$ cat config.mk
export PLATFORM = sky130hd
export DESIGN_NAME = dmem_access_ctrl
export DESIGN_NICKNAME = d
export VERILOG_FILES = /design/src/rtl/dmem_ctrl_pkg.sv /design/src/rtl/dmem_align_chk.sv /design/src/rtl/dmem_access_ctrl.sv
export SDC_FILE = /design/constraint.sdc
export NUM_CORES = 1
export LEC_CHECK = 0
export ABC_AREA = 1
export BUFFER_PORTS_ARGS = -buffer_cell sky130_fd_sc_hd__buf_2
export CELL_PAD_IN_SITES_DETAIL_PLACEMENT = 1
export CELL_PAD_IN_SITES_GLOBAL_PLACEMENT = 2
export CORE_ASPECT_RATIO = 0.7
export CORE_MARGIN = 3
export CORE_UTILIZATION = 26
export DETAILED_ROUTE_END_ITERATION = 12
export GPL_ROUTABILITY_DRIVEN = 1
export PLACE_DENSITY = 0.86
export SLEW_MARGIN = 20
export SYNTH_ARGS = -nofsm -noshare
export SYNTH_HDL_FRONTEND = slang
export SYNTH_SLANG_ARGS = --single-unit
$ cat constraint.sdc
create_clock -name clk -period 1.85 [get_ports clk]
set_clock_uncertainty 0.05 [all_clocks]
set_input_delay 0.37 -clock clk [delete_from_list [all_inputs] [get_ports clk]]
set_output_delay 0.37 -clock clk [all_outputs]
set_load 0.005 [all_outputs]
$ cat src/rtl/dmem_ctrl_pkg.sv
// Shared definitions for the data-memory access controller: memop codes, FSM states, alignment rule.
// Used by dmem_access_ctrl and dmem_align_chk (alignment check built with DMEM_ALIGN_CHECK_EN).
package dmem_ctrl_pkg;

    localparam logic [2:0] MOP_B  = 3'b000;
    localparam logic [2:0] MOP_H  = 3'b001;
    localparam logic [2:0] MOP_W  = 3'b010;
    localparam logic [2:0] MOP_BU = 3'b100;
    localparam logic [2:0] MOP_HU = 3'b101;

    typedef enum logic [1:0] {
        IDLE = 2'd0,
        RD   = 2'd1,
        WR   = 2'd2,
        RESP = 2'd3
    } ctrl_state_t;

    // Halfwords need an even address, words a 4-byte aligned one; bytes are always aligned.
    function automatic logic is_misaligned(input logic [2:0] op, input logic [1:0] addr_lo);
        logic bad;
        bad = 1'b0;
        if ((op == MOP_H || op == MOP_HU) && addr_lo[0])
            bad = 1'b1;
        if (op == MOP_W && addr_lo != 2'b00)
            bad = 1'b1;
        return bad;
    endfunction

endpackage

$ cat src/rtl/dmem_align_chk.sv
// Combinational misalignment detector for a memop and the low two address bits.
// Instantiated by dmem_access_ctrl only when DMEM_ALIGN_CHECK_EN is defined.
module dmem_align_chk
    import dmem_ctrl_pkg::*;
(
    input  logic [2:0] i_op,
    input  logic [1:0] i_addr_lo,
    output logic       o_misaligned
);

    assign o_misaligned = is_misaligned(i_op, i_addr_lo);

endmodule

$ cat src/rtl/dmem_access_ctrl.sv
// Sequencer between the CPU load/store port and the dual-strobe dmem (read-merge-write stores).
// Optional feature: define DMEM_ALIGN_CHECK_EN to reject misaligned h/hu/w accesses with rsp_err.
module dmem_access_ctrl
    import dmem_ctrl_pkg::*;
#(
    parameter int AW    = 32,
    parameter int DW    = 32,
    parameter int CNT_W = 32
) (
    input  logic             clk,
    input  logic             reset,
    input  logic             req_valid,
    output logic             req_ready,
    input  logic             req_we,
    input  logic [2:0]       req_op,
    input  logic [AW-1:0]    req_addr,
    input  logic [DW-1:0]    req_wdata,
    output logic             rsp_valid,
    input  logic             rsp_ready,
    output logic [DW-1:0]    rsp_rdata,
    output logic             rsp_err,
    output logic [AW-1:0]    m_addr,
    output logic [DW-1:0]    m_datain,
    output logic [2:0]       m_memop,
    output logic             m_we,
    output logic             m_rdclk,
    output logic             m_wrclk,
    input  logic [DW-1:0]    m_dataout,
    output logic [CNT_W-1:0] ld_cnt,
    output logic [CNT_W-1:0] st_cnt
);

    ctrl_state_t      r_state;
    logic             r_req_ready;
    logic             r_rsp_valid;
    logic [DW-1:0]    r_rsp_rdata;
    logic             r_rsp_err;
    logic [AW-1:0]    r_m_addr;
    logic [DW-1:0]    r_m_datain;
    logic [2:0]       r_m_memop;
    logic             r_m_we;
    logic             r_m_rdclk;
    logic             r_m_wrclk;
    logic [CNT_W-1:0] r_ld_cnt;
    logic [CNT_W-1:0] r_st_cnt;
    logic             w_misaligned;

`ifdef DMEM_ALIGN_CHECK_EN
    dmem_align_chk u_align_chk (
        .i_op         (req_op),
        .i_addr_lo    (req_addr[1:0]),
        .o_misaligned (w_misaligned)
    );
`else
    assign w_misaligned = 1'b0;
`endif

    // Strobes are set one state early so each is a clean registered pulse for exactly one cycle.
    always_ff @(posedge clk) begin
        if (reset) begin
            r_state     <= IDLE;
            r_req_ready <= 1'b1;
            r_rsp_valid <= 1'b0;
            r_rsp_rdata <= '0;
            r_rsp_err   <= 1'b0;
            r_m_addr    <= '0;
            r_m_datain  <= '0;
            r_m_memop   <= '0;
            r_m_we      <= 1'b0;
            r_m_rdclk   <= 1'b0;
            r_m_wrclk   <= 1'b0;
            r_ld_cnt    <= '0;
            r_st_cnt    <= '0;
        end else begin
            case (r_state)
                IDLE: begin
                    if (req_valid) begin
                        r_m_addr    <= req_addr;
                        r_m_datain  <= req_wdata;
                        r_m_memop   <= req_op;
                        r_m_we      <= req_we;
                        r_req_ready <= 1'b0;
                        if (w_misaligned) begin
                            r_rsp_valid <= 1'b1;
                            r_rsp_err   <= 1'b1;
                            r_rsp_rdata <= '0;
                            r_state     <= RESP;
                        end else begin
                            r_m_rdclk <= 1'b1;
                            r_state   <= RD;
                        end
                    end
                end
                RD: begin
                    r_m_rdclk <= 1'b0;
                    if (r_m_we) begin
                        r_m_wrclk   <= 1'b1;
                        r_rsp_rdata <= '0;
                        r_state     <= WR;
                    end else begin
                        r_rsp_rdata <= m_dataout;
                        r_rsp_valid <= 1'b1;
                        r_state     <= RESP;
                    end
                end
                WR: begin
                    r_m_wrclk   <= 1'b0;
                    r_rsp_valid <= 1'b1;
                    r_state     <= RESP;
                end
                RESP: begin
                    if (rsp_ready) begin
                        r_rsp_valid <= 1'b0;
                        r_rsp_err   <= 1'b0;
                        r_rsp_rdata <= '0;
                        r_m_we      <= 1'b0;
                        r_req_ready <= 1'b1;
                        r_state     <= IDLE;
                        // Rejected accesses never touched memory, so they are not counted.
                        if (!r_rsp_err) begin
                            if (r_m_we)
                                r_st_cnt <= r_st_cnt + CNT_W'(1);
                            else
                                r_ld_cnt <= r_ld_cnt + CNT_W'(1);
                        end
                    end
                end
                default: r_state <= IDLE;
            endcase
        end
    end

    assign req_ready = r_req_ready;
    assign rsp_valid = r_rsp_valid;
    assign rsp_rdata = r_rsp_rdata;
    assign rsp_err   = r_rsp_err;
    assign m_addr    = r_m_addr;
    assign m_datain  = r_m_datain;
    assign m_memop   = r_m_memop;
    assign m_we      = r_m_we;
    assign m_rdclk   = r_m_rdclk;
    assign m_wrclk   = r_m_wrclk;
    assign ld_cnt    = r_ld_cnt;
    assign st_cnt    = r_st_cnt;

endmodule
# [Word-level counts from Yosys, hierarchy flattened]
# Index checks and enable logic that the tools add are counted.
[classes] n_addsub=2 n_bitwise=2 eq_ne=7 muxes=19 n_reduce_logical=14
[op_table] op="adder 32 x 1 -> 32 bit, second input constant" n=2
[op_table] op="2-to-1 mux 32 bit" n=2
[op_table] op="case mux 32 bit (2 select lines)" n=1
[op_table] op="AND reduction 3 bit" n=4
[op_table] op="AND reduction 2 bit" n=5
[op_table] op="2-to-1 mux 1 bit" n=8
[op_table] op="inequality test 2 bit, second input constant" n=4
[op_table] op="case mux 1 bit (2 select lines)" n=4
[op_table] op="case mux 2 bit (4 select lines)" n=1
[op_table] op="nonzero test 2 bit" n=4
[op_table] op="equality test 2 bit, second input constant" n=2
[op_table] op="2-to-1 mux 2 bit" n=2
[op_table] op="case mux 1 bit (3 select lines)" n=1
[op_table] op="equality test 2 x 1 -> 1 bit, second input constant" n=1
[op_table] op="zero test 2 bit" n=1
[op_table] op="NOT 1 bit" n=2
[word_totals] regBits=170 input_bits=104

# [Longest topological paths before layout]
# Gate-level depths: netlist of run 1.
[logic_depth] word_depth=3 mapped_depth=10

# [Least setup slack after synthesis of run 1]
# Ideal clock, no wire load.
[synth_path] path_type="register to register" start="register r_state[0]" end="register r_ld_cnt[23], in the netlist ld_cnt[23]" period_less_slack_ns=1.644 arrival_ns=1.481 setup_ns=0.113 stages_incl_launch_ff=10 path_slack_ns=0.206 required_ns=1.687 path_cell_list="dfxtp_1 ha_1 nand2_4 nor2_4 buf_6 nand3_1 nor2_1 nand4_1 nand2_1 nor2_1"
[synth_via] elab_chain_cells=2
[synth_lines] item="start, declared" line="dmem_access_ctrl.sv:33" rtl="ctrl_state_t r_state;"
[synth_lines] item="start signal, assigned" line="dmem_access_ctrl.sv:61" rtl="r_state <= IDLE;"
[synth_lines] item="start signal, assigned" line="dmem_access_ctrl.sv:87" rtl="r_state <= RESP;"
[synth_lines] item="start signal, assigned" line="dmem_access_ctrl.sv:90" rtl="r_state <= RD;"
[synth_lines] item="equality test 2 bit" line="dmem_access_ctrl.sv:75" rtl="case (r_state)"
[synth_lines] item="AND reduction 3 bit (no source line)"
[synth_lines] item="end signal, assigned" line="dmem_access_ctrl.sv:124" rtl="r_ld_cnt <= r_ld_cnt + CNT_W'(1);"
[synth_lines] item="end, declared" line="dmem_access_ctrl.sv:44" rtl="logic [CNT_W-1:0] r_ld_cnt;"
# No other way between the ends.
# A chain may end at the register's enable or synchronous reset.

# [Worst setup path in the final report of run 1]
[layout_path] start="register r_ld_cnt[1], in the netlist ld_cnt[1]" end="register r_ld_cnt[28], in the netlist ld_cnt[28]"
[layout_via] elab_chain_cells=1
[layout_lines] item="adder 32 x 1 -> 32 bit" line="dmem_access_ctrl.sv:124"
# No other way between the ends.

==> results of run 1 <==
[worst max-delay path by stage]
stage / from / end / depth (start not counted)
2_1_floorplan: r_state[0]$_SDFFE_PP0P_ / ld_cnt[23]$_SDFFE_PP0P_ / 9
3_3_place_gp: r_state[0]$_SDFFE_PP0P_ / ld_cnt[14]$_SDFFE_PP0P_ / 9
3_5_place_dp: r_state[0]$_SDFFE_PP0P_ / ld_cnt[14]$_SDFFE_PP0P_ / 9
4_1_cts: r_state[0]$_SDFFE_PP0P_ / ld_cnt[24]$_SDFFE_PP0P_ / 9
5_1_grt: ld_cnt[1]$_SDFFE_PP0P_ / ld_cnt[14]$_SDFFE_PP0P_ / 8
6_report: ld_cnt[1]$_SDFFE_PP0P_ / ld_cnt[28]$_SDFFE_PP0P_ / 9
[flip-flops by register name, summed over array words and instances, names as in the netlist]
register and count:
ld_cnt 32, m_addr 32, m_datain 32, rsp_rdata 32, st_cnt 32, m_memop 3, r_state 2, m_rdclk 1
m_we 1, m_wrclk 1, req_ready 1, rsp_valid 1
[worst max-delay path, cell delays in order (launching register included)]
cell,delay (ps)
dfxtp_1,410
ha_1,210
inv_1,50
nor2_1,240
nand3_1,130
nor2_1,260
nand2_1,100
nand2_1,80
inv_1,40
nor2_1,80
[synthesized netlist by cell type (2+ instances only)]
| master | instances |
|---|---|
| a211oi_1 | 2 |
| a21oi_1 | 41 |
| and2_1 | 2 |
| buf_1 | 2 |
| buf_2 | 7 |
| clkbuf_1 | 29 |
| dfxtp_1 | 170 |
| ha_1 | 6 |
| inv_1 | 167 |
| inv_2 | 2 |
| nand2_1 | 150 |
| nand3_1 | 61 |
| nand3_2 | 3 |
| nand3_4 | 2 |
| nand4_1 | 11 |
| nor2_1 | 285 |
| nor2_2 | 7 |
| nor2_4 | 5 |
| nor3_1 | 6 |
| nor3_2 | 3 |
| nor3b_1 | 3 |
| o21a_1 | 3 |
| o21ai_0 | 91 |
| o21ai_1 | 2 |
| o22ai_1 | 30 |
| xnor2_1 | 2 |
| xor2_1 | 4 |
[through the flow]
stage,utilization,cells,area (um2)
5_1_grt,0.359,1767,10100
3_5_place_dp,0.337,1735,9500
3_3_place_gp,0.337,1735,9500
4_1_cts,0.357,1766,10100
2_1_floorplan,-,1106,7560
6_report,0.359,1767,10100
[placed cells by master, fill, tap and decap left out, types with 17 or more instances in the layout]
cell type  count
a21oi_1       41
buf_2        271
buf_4         22
clkbuf_16     17
dfxtp_1      169
inv_1        167
nand2_1      148
nand3_1       61
nor2_1       282
o21ai_0       91
o22ai_1       30
[power groups by stage]
stage	clock network [W]	registers (W)	logic, W
floorplan	0	0.00482	0.00152
global placement	0	0.00473	0.00298
detailed placement	0	0.00476	0.00301
CTS	0.00381	0.00469	0.00302
global route	0.00396	0.00478	0.00337
finish	0.00365	0.00468	0.00295
[logic make-up after synthesis]
| kind of cell | count (synthesis) | share of synthesized area |
|---|---|---|
| AOI/OAI and AO/OA | 169 | 0.118 |
| xor gates and xnor gates | 6 | 0.00695 |
| adders and majority gates | 6 | 0.00993 |
| buffers and inverters | 211 | 0.108 |
| DFF | 170 | 0.450 |
| other | 1 | 0.000496 |
| and+or+nand+nor | 543 | 0.307 |
[repair_timing]
| item | CTS | global route |
|---|---|---|
| endpoints found under the hold margin | 0 | 0 |
| setup endpoints to repair | 0 | 29 |
| setup buffers | 0 | 1 |
| resized for setup | 0 | 8 |
[per-layer routing]
layer  vias up  routed length [um]
met5         -                  13
li1       4011                   -
met2       207               11300
met4         2                 267
met3        15                2390
met1      3671               11800
[cell type report]
class | instances | area (um2) | area share
clock inverters | 12 | 140 | 0.0139
inverters | 171 | 646 | 0.0638
repair buffers | 299 | 1640 | 0.162
well taps | 371 | 464 | 0.0459
clock buffers | 19 | 443 | 0.0438
flip-flops and latches | 170 | 3400 | 0.337
multi-input cells | 725 | 3370 | 0.334
==> flow_metrics.env, run 1 <==
export IMPL_drv_cap=0
export IMPL_worstPathArrival_ps=2030
export IMPL_p_switching_w=0.00364
export IMPL_path_clk_slew_ps=70
export IMPL_vias=7906
export IMPL_min_period_over_period=0.919
export IMPL_fillers=3645
export IMPL_worstSkewPairLatency_ps=430
export IMPL_grtUsageMet3=0.0704
export IMPL_grt_overflow=0
export IMPL_setup_viol=0
export IMPL_synth_area_leaders="dfxtp_1, nor2_1, inv_1"
export IMPL_peakVddDrop_mv=0.518
export IMPL_antenna_found_initial=1
export IMPL_whs_ps=135
export IMPL_root_buffer="clkbuf_16"
export IMPL_antenna_left=0
export IMPL_p_seq_frac=0.415
export IMPL_portBuffers=271
export IMPL_gp_congestion=0.786
export IMPL_top_usage_layer="met2"
export IMPL_num_antenna_cells=0
export IMPL_hold_violations=0
export IMPL_rr_startpoint="ld_cnt[1]$_SDFFE_PP0P_"
export IMPL_syn_to_final_growth_pct=33.7
export IMPL_avgSynthCellArea_um2=6.84
export IMPL_hold_depth=3
export IMPL_design_portCount=273
export IMPL_min_from="req_addr[15]"
export IMPL_grt_pass1_vias=8007
export IMPL_holdBufCountCts=0
export IMPL_viasPerCell=4.47
export IMPL_pre_cts_ws_ps=39.1
export IMPL_hpwl_mm=19.8
export IMPL_start_util=0.268
export IMPL_drive_gt1_frac=0.261
export IMPL_grt_setup_unrepaired="no"
export IMPL_syn_inst=1106
export IMPL_fmax_mhz=588
export IMPL_sw_frac_of_total=0.323
export IMPL_totalWireLength_mm=25.8
export IMPL_grt_start_max_net_pins=86
export IMPL_holdPathEnd="m_addr[15]$_SDFFE_PP0P_"
export IMPL_synth_top_area_share=0.450
export IMPL_hold_class="in2reg"
export IMPL_r2r_end="ld_cnt[28]$_SDFFE_PP0P_"
export IMPL_grt_use_met2=0.263
export IMPL_ys_async_sr_fraction=0
export IMPL_yosysSeqAreaShare=0.450
export IMPL_syn_nets=1216
export IMPL_grt_usage=0.165
export IMPL_drt_initial_drc_count=285
export IMPL_r2r_worst_path_cells=9
export IMPL_syn_cell_area_um2=7560
export IMPL_dr_pass1_iters=4
export IMPL_route_detailed_drc=0
export IMPL_ys_types=37
export IMPL_die_w_um=210
export IMPL_coreArea_um2=28200
export IMPL_core_rowCount=51
export IMPL_p_clk_frac=0.323
export IMPL_yosys_area_top_type="dfxtp_1"
export IMPL_use_met1=0.210
export IMPL_grt_pass1_wl_mm=41.4
export IMPL_p_int_w=0.00764
export IMPL_slew_viol_final=0
export IMPL_cp_max_fo=5
export IMPL_setup_ws_ps=149
export IMPL_required_ps=2180
export IMPL_end_kind="flop"
export IMPL_setup_tns_ps=0
export IMPL_synth_edf_count=0
export IMPL_tritoncts="yes"
export IMPL_wl_per_cell_um=14.6
export IMPL_crit_type="reg2reg"
export IMPL_power_density_nw_per_um2=1120
export IMPL_clock_sinks=170
export IMPL_h_tree_depth=4
export IMPL_cts_buffers=17
export IMPL_synth_main_ff_cell="dfxtp_1"
export IMPL_status="completed"
export IMPL_power_frac_comb=0.261
export IMPL_finalCriticalPeriod_ps=1700
export IMPL_reg2reg_slack_ps=150
export IMPL_start_kind="flop"
export IMPL_leakage_nw=4.72
export IMPL_die_area_um2=31200
export IMPL_synth_seq_cells=170
export IMPL_clock_path_buffers=2
export IMPL_power_w=0.0113
export IMPL_nets=1494
export IMPL_die_h_um=149
export IMPL_ys_warn_count=0
No activity file was read; power rests on OpenSTA's default activity.
==> run 2, diff against run 1 <==
--- a/config.mk
+++ b/config.mk
@@ -5,17 +5,17 @@
 export SDC_FILE = /design/constraint.sdc
 export NUM_CORES = 1
 export LEC_CHECK = 0
-export ABC_AREA = 1
 export BUFFER_PORTS_ARGS = -buffer_cell sky130_fd_sc_hd__buf_2
 export CELL_PAD_IN_SITES_DETAIL_PLACEMENT = 1
 export CELL_PAD_IN_SITES_GLOBAL_PLACEMENT = 2
 export CORE_ASPECT_RATIO = 0.7
 export CORE_MARGIN = 3
-export CORE_UTILIZATION = 26
+export CORE_UTILIZATION = 27
 export DETAILED_ROUTE_END_ITERATION = 12
 export GPL_ROUTABILITY_DRIVEN = 1
 export PLACE_DENSITY = 0.86
 export SLEW_MARGIN = 20
 export SYNTH_ARGS = -nofsm -noshare
 export SYNTH_HDL_FRONTEND = slang
+export SYNTH_HIERARCHICAL = 1
 export SYNTH_SLANG_ARGS = --single-unit
==> flow_metrics.env, run 2 <==
export IMPL_h_tree_depth=4
export IMPL_status="finished with violations"
export IMPL_drv_cap=0
export IMPL_gp_congestion=0.776
export IMPL_hold_class="in2reg"
export IMPL_nets=1247
export IMPL_drt_initial_drc_count=273
export IMPL_antenna_found_initial=3
export IMPL_root_buffer="clkbuf_16"
export IMPL_dr_pass1_iters=4
export IMPL_ys_async_sr_fraction=0
export IMPL_final_common_cell="buf_2"
export IMPL_hpwl_mm=17.9
export IMPL_route_detailed_drc=0
export IMPL_fmax_mhz=510
export IMPL_cp_cell_sequence="nand4_1 -> or4_4 -> buf_4 -> clkbuf_16 -> nor3_4 -> mux2_4"
export IMPL_power_density_nw_per_um2=1090
export IMPL_tritoncts="yes"
export IMPL_core_rowCount=47
export IMPL_clock_sinks=170
export IMPL_ys_types=40
export IMPL_fin_util=0.413
export IMPL_cp_slowest_cell="or4_4"
export IMPL_slowest_delay_ps=530
export IMPL_reg2reg_slack_ps=-110
export IMPL_violations="negative setup slack"
export IMPL_syn_inst=807
export IMPL_synth_top_area_share=0.504
export IMPL_path_clk_slew_ps=70
export IMPL_yosys_area_top_type="dfxtp_1"
export IMPL_viasPerCell=4.85
export IMPL_start_util=0.280
export IMPL_design_portCount=273
export IMPL_totalWireLength_mm=24.9
export IMPL_portBuffers=271
export IMPL_slew_viol_final=0
export IMPL_setup_tns_ps=-806
export IMPL_drive_gt1_frac=0.401
export IMPL_coreArea_um2=24100
export IMPL_cp_max_fo=16
export IMPL_ys_warn_count=6
export IMPL_synth_most_common_cell="dfxtp_1"
export IMPL_worstSkewPairLatency_ps=430
export IMPL_vias=7113
export IMPL_peakVddDrop_mv=0.826
export IMPL_multi_input_area_um2=3280
export IMPL_synth_area_leaders="dfxtp_1, nand2_1, a21oi_1"
export IMPL_die_w_um=195
export IMPL_antenna_left=0
export IMPL_required_ps=2110
export IMPL_grt_pass1_vias=7349
export IMPL_grt_usage=0.179
export IMPL_ys_top_cells_by_count="dfxtp_1, nand2_1, a21oi_1, nor2_1, clkbuf_1"
export IMPL_finalCriticalPeriod_ps=1960
export IMPL_grt_setup_unrepaired="yes"
export IMPL_synth_seq_cells=170
export IMPL_crit_type="reg2reg"
export IMPL_leakage_nw=4.41
export IMPL_syn_nets=917
export IMPL_die_area_um2=27000
export IMPL_wl_per_cell_um=17.0
export IMPL_fillers=2936
export IMPL_syn_to_final_growth_pct=47.6
export IMPL_num_antenna_cells=0
export IMPL_min_period_over_period=1.06
export IMPL_cts_buffers=17
export IMPL_setup_viol=16
export IMPL_synth_edf_count=0
export IMPL_final_cell_mix="buf_2, nand2_1, dfxtp_1"
export IMPL_start_kind="flop"
export IMPL_grt_start_max_net_pins=55
export IMPL_synth_main_ff_cell="dfxtp_1"
export IMPL_clock_path_buffers=2
export IMPL_setup_ws_ps=-109
export IMPL_yosysSeqAreaShare=0.504
export IMPL_syn_cell_area_um2=6750
export IMPL_worstPathArrival_ps=2220
export IMPL_grt_pass1_wl_mm=39.4
export IMPL_grt_overflow=0
export IMPL_end_kind="flop"
export IMPL_seq_area_um2=3430
export IMPL_hold_violations=0
export IMPL_avgSynthCellArea_um2=8.36
export IMPL_die_h_um=138
==> run 2: changes by cell type after synthesis, sizes merged, moves of 11 or more <==
cell    before  now
nand4       11   24
a21oi       41  115
o21ai       93   13
or4          0   32
inv        170   17
a22oi        0   31
or3          0   11
o31ai        0   29
clkbuf      29   49
nor2       298   58
nand3       66   17
o22ai       30    0
==> run 2: routing by layer <==
layer | share of wire | vias up | global-route usage
met5 | 0.0022 | - | 0
met1 | 0.44 | 3407 | 0.225
met4 | 0.014 | 6 | 0.0450
li1 | - | 3480 | -
met2 | 0.46 | 194 | 0.280
met3 | 0.093 | 26 | 0.0827
==> run 2: kinds of logic (layout without fill, tap and decap cells) <==
family | after synthesis | in the layout | synth area share
and+or+nand+nor | 336 | 336 | 0.237
DFF | 170 | 170 | 0.504
xor gates and xnor gates | 19 | 19 | 0.0247
other | 1 | 1 | 0.000556
AOI/OAI and AO/OA | 193 | 193 | 0.168
adders and majority gates | 6 | 6 | 0.0111
buffers and inverters | 76 | 417 | 0.0447
muxes | 6 | 6 | 0.00945
==> run 2: final timing paths <==
| kind | start | to | depth (start not counted) |
|---|---|---|---|
| setup / recovery | st_cnt[10]$_SDFFE_PP0P_ | st_cnt[23]$_SDFFE_PP0P_ | 6 |
| hold / removal | req_addr[24] | m_addr[24]$_SDFFE_PP0P_ | 3 |
| setup reg to reg | st_cnt[10]$_SDFFE_PP0P_ | st_cnt[23]$_SDFFE_PP0P_ | 6 |
| hold reg to reg | m_addr[2]$_SDFFE_PP0P_ | m_addr[2]$_SDFFE_PP0P_ | 2 |
==> run 2: through the flow <==
step	hold slack, ps	instances	worst slack, ps	total power, W	cell area (um2)
global route	103	1466	-184	0.0116	9960
floorplan	398	807	-174	0.00602	6890
detailed placement	396	1424	-114	0.00753	9130
global placement	388	1424	-86.3	0.00745	9130
finish	123	1466	-109	0.0109	9960
CTS	89.2	1458	-91.4	0.0111	9740
==> run 2: worst max-delay path, delay by kind of cell (launching register included) <==
family | cells | cell delay, ps
AND/OR/NAND/NOR | 3 | 810
buffers and inverters | 2 | 350
flip-flops | 1 | 330
multiplexers | 1 | 310
==> run 2: power breakdown <==
| group | internal [W] | switching (W) |
|---|---|---|
| combinational | 0.00132 | 0.00169 |
| clock | 0.00194 | 0.00147 |
| sequential | 0.00417 | 0.000272 |
==> run 2: final cells by class <==
cell class                      count  area share
Sequential cell                   170       0.344
Inverter                           17     0.00640
Tap cell                          318      0.0399
Clock buffer                       22      0.0476
Clock inverter                      8     0.00716
Multi-Input combinational cell    561       0.329
Timing Repair Buffer              370       0.226
==> run 2: what timing repair did <==
| action | 4_1_cts | 5_1_grt |
|---|---|---|
| hold buffers | 0 | 0 |
| buffers inserted | 4 | 6 |
| setup endpoints to repair | 23 | 70 |
| pin swaps | 6 | 8 |
| gates cloned | 0 | 2 |
| resized for setup | 9 | 38 |
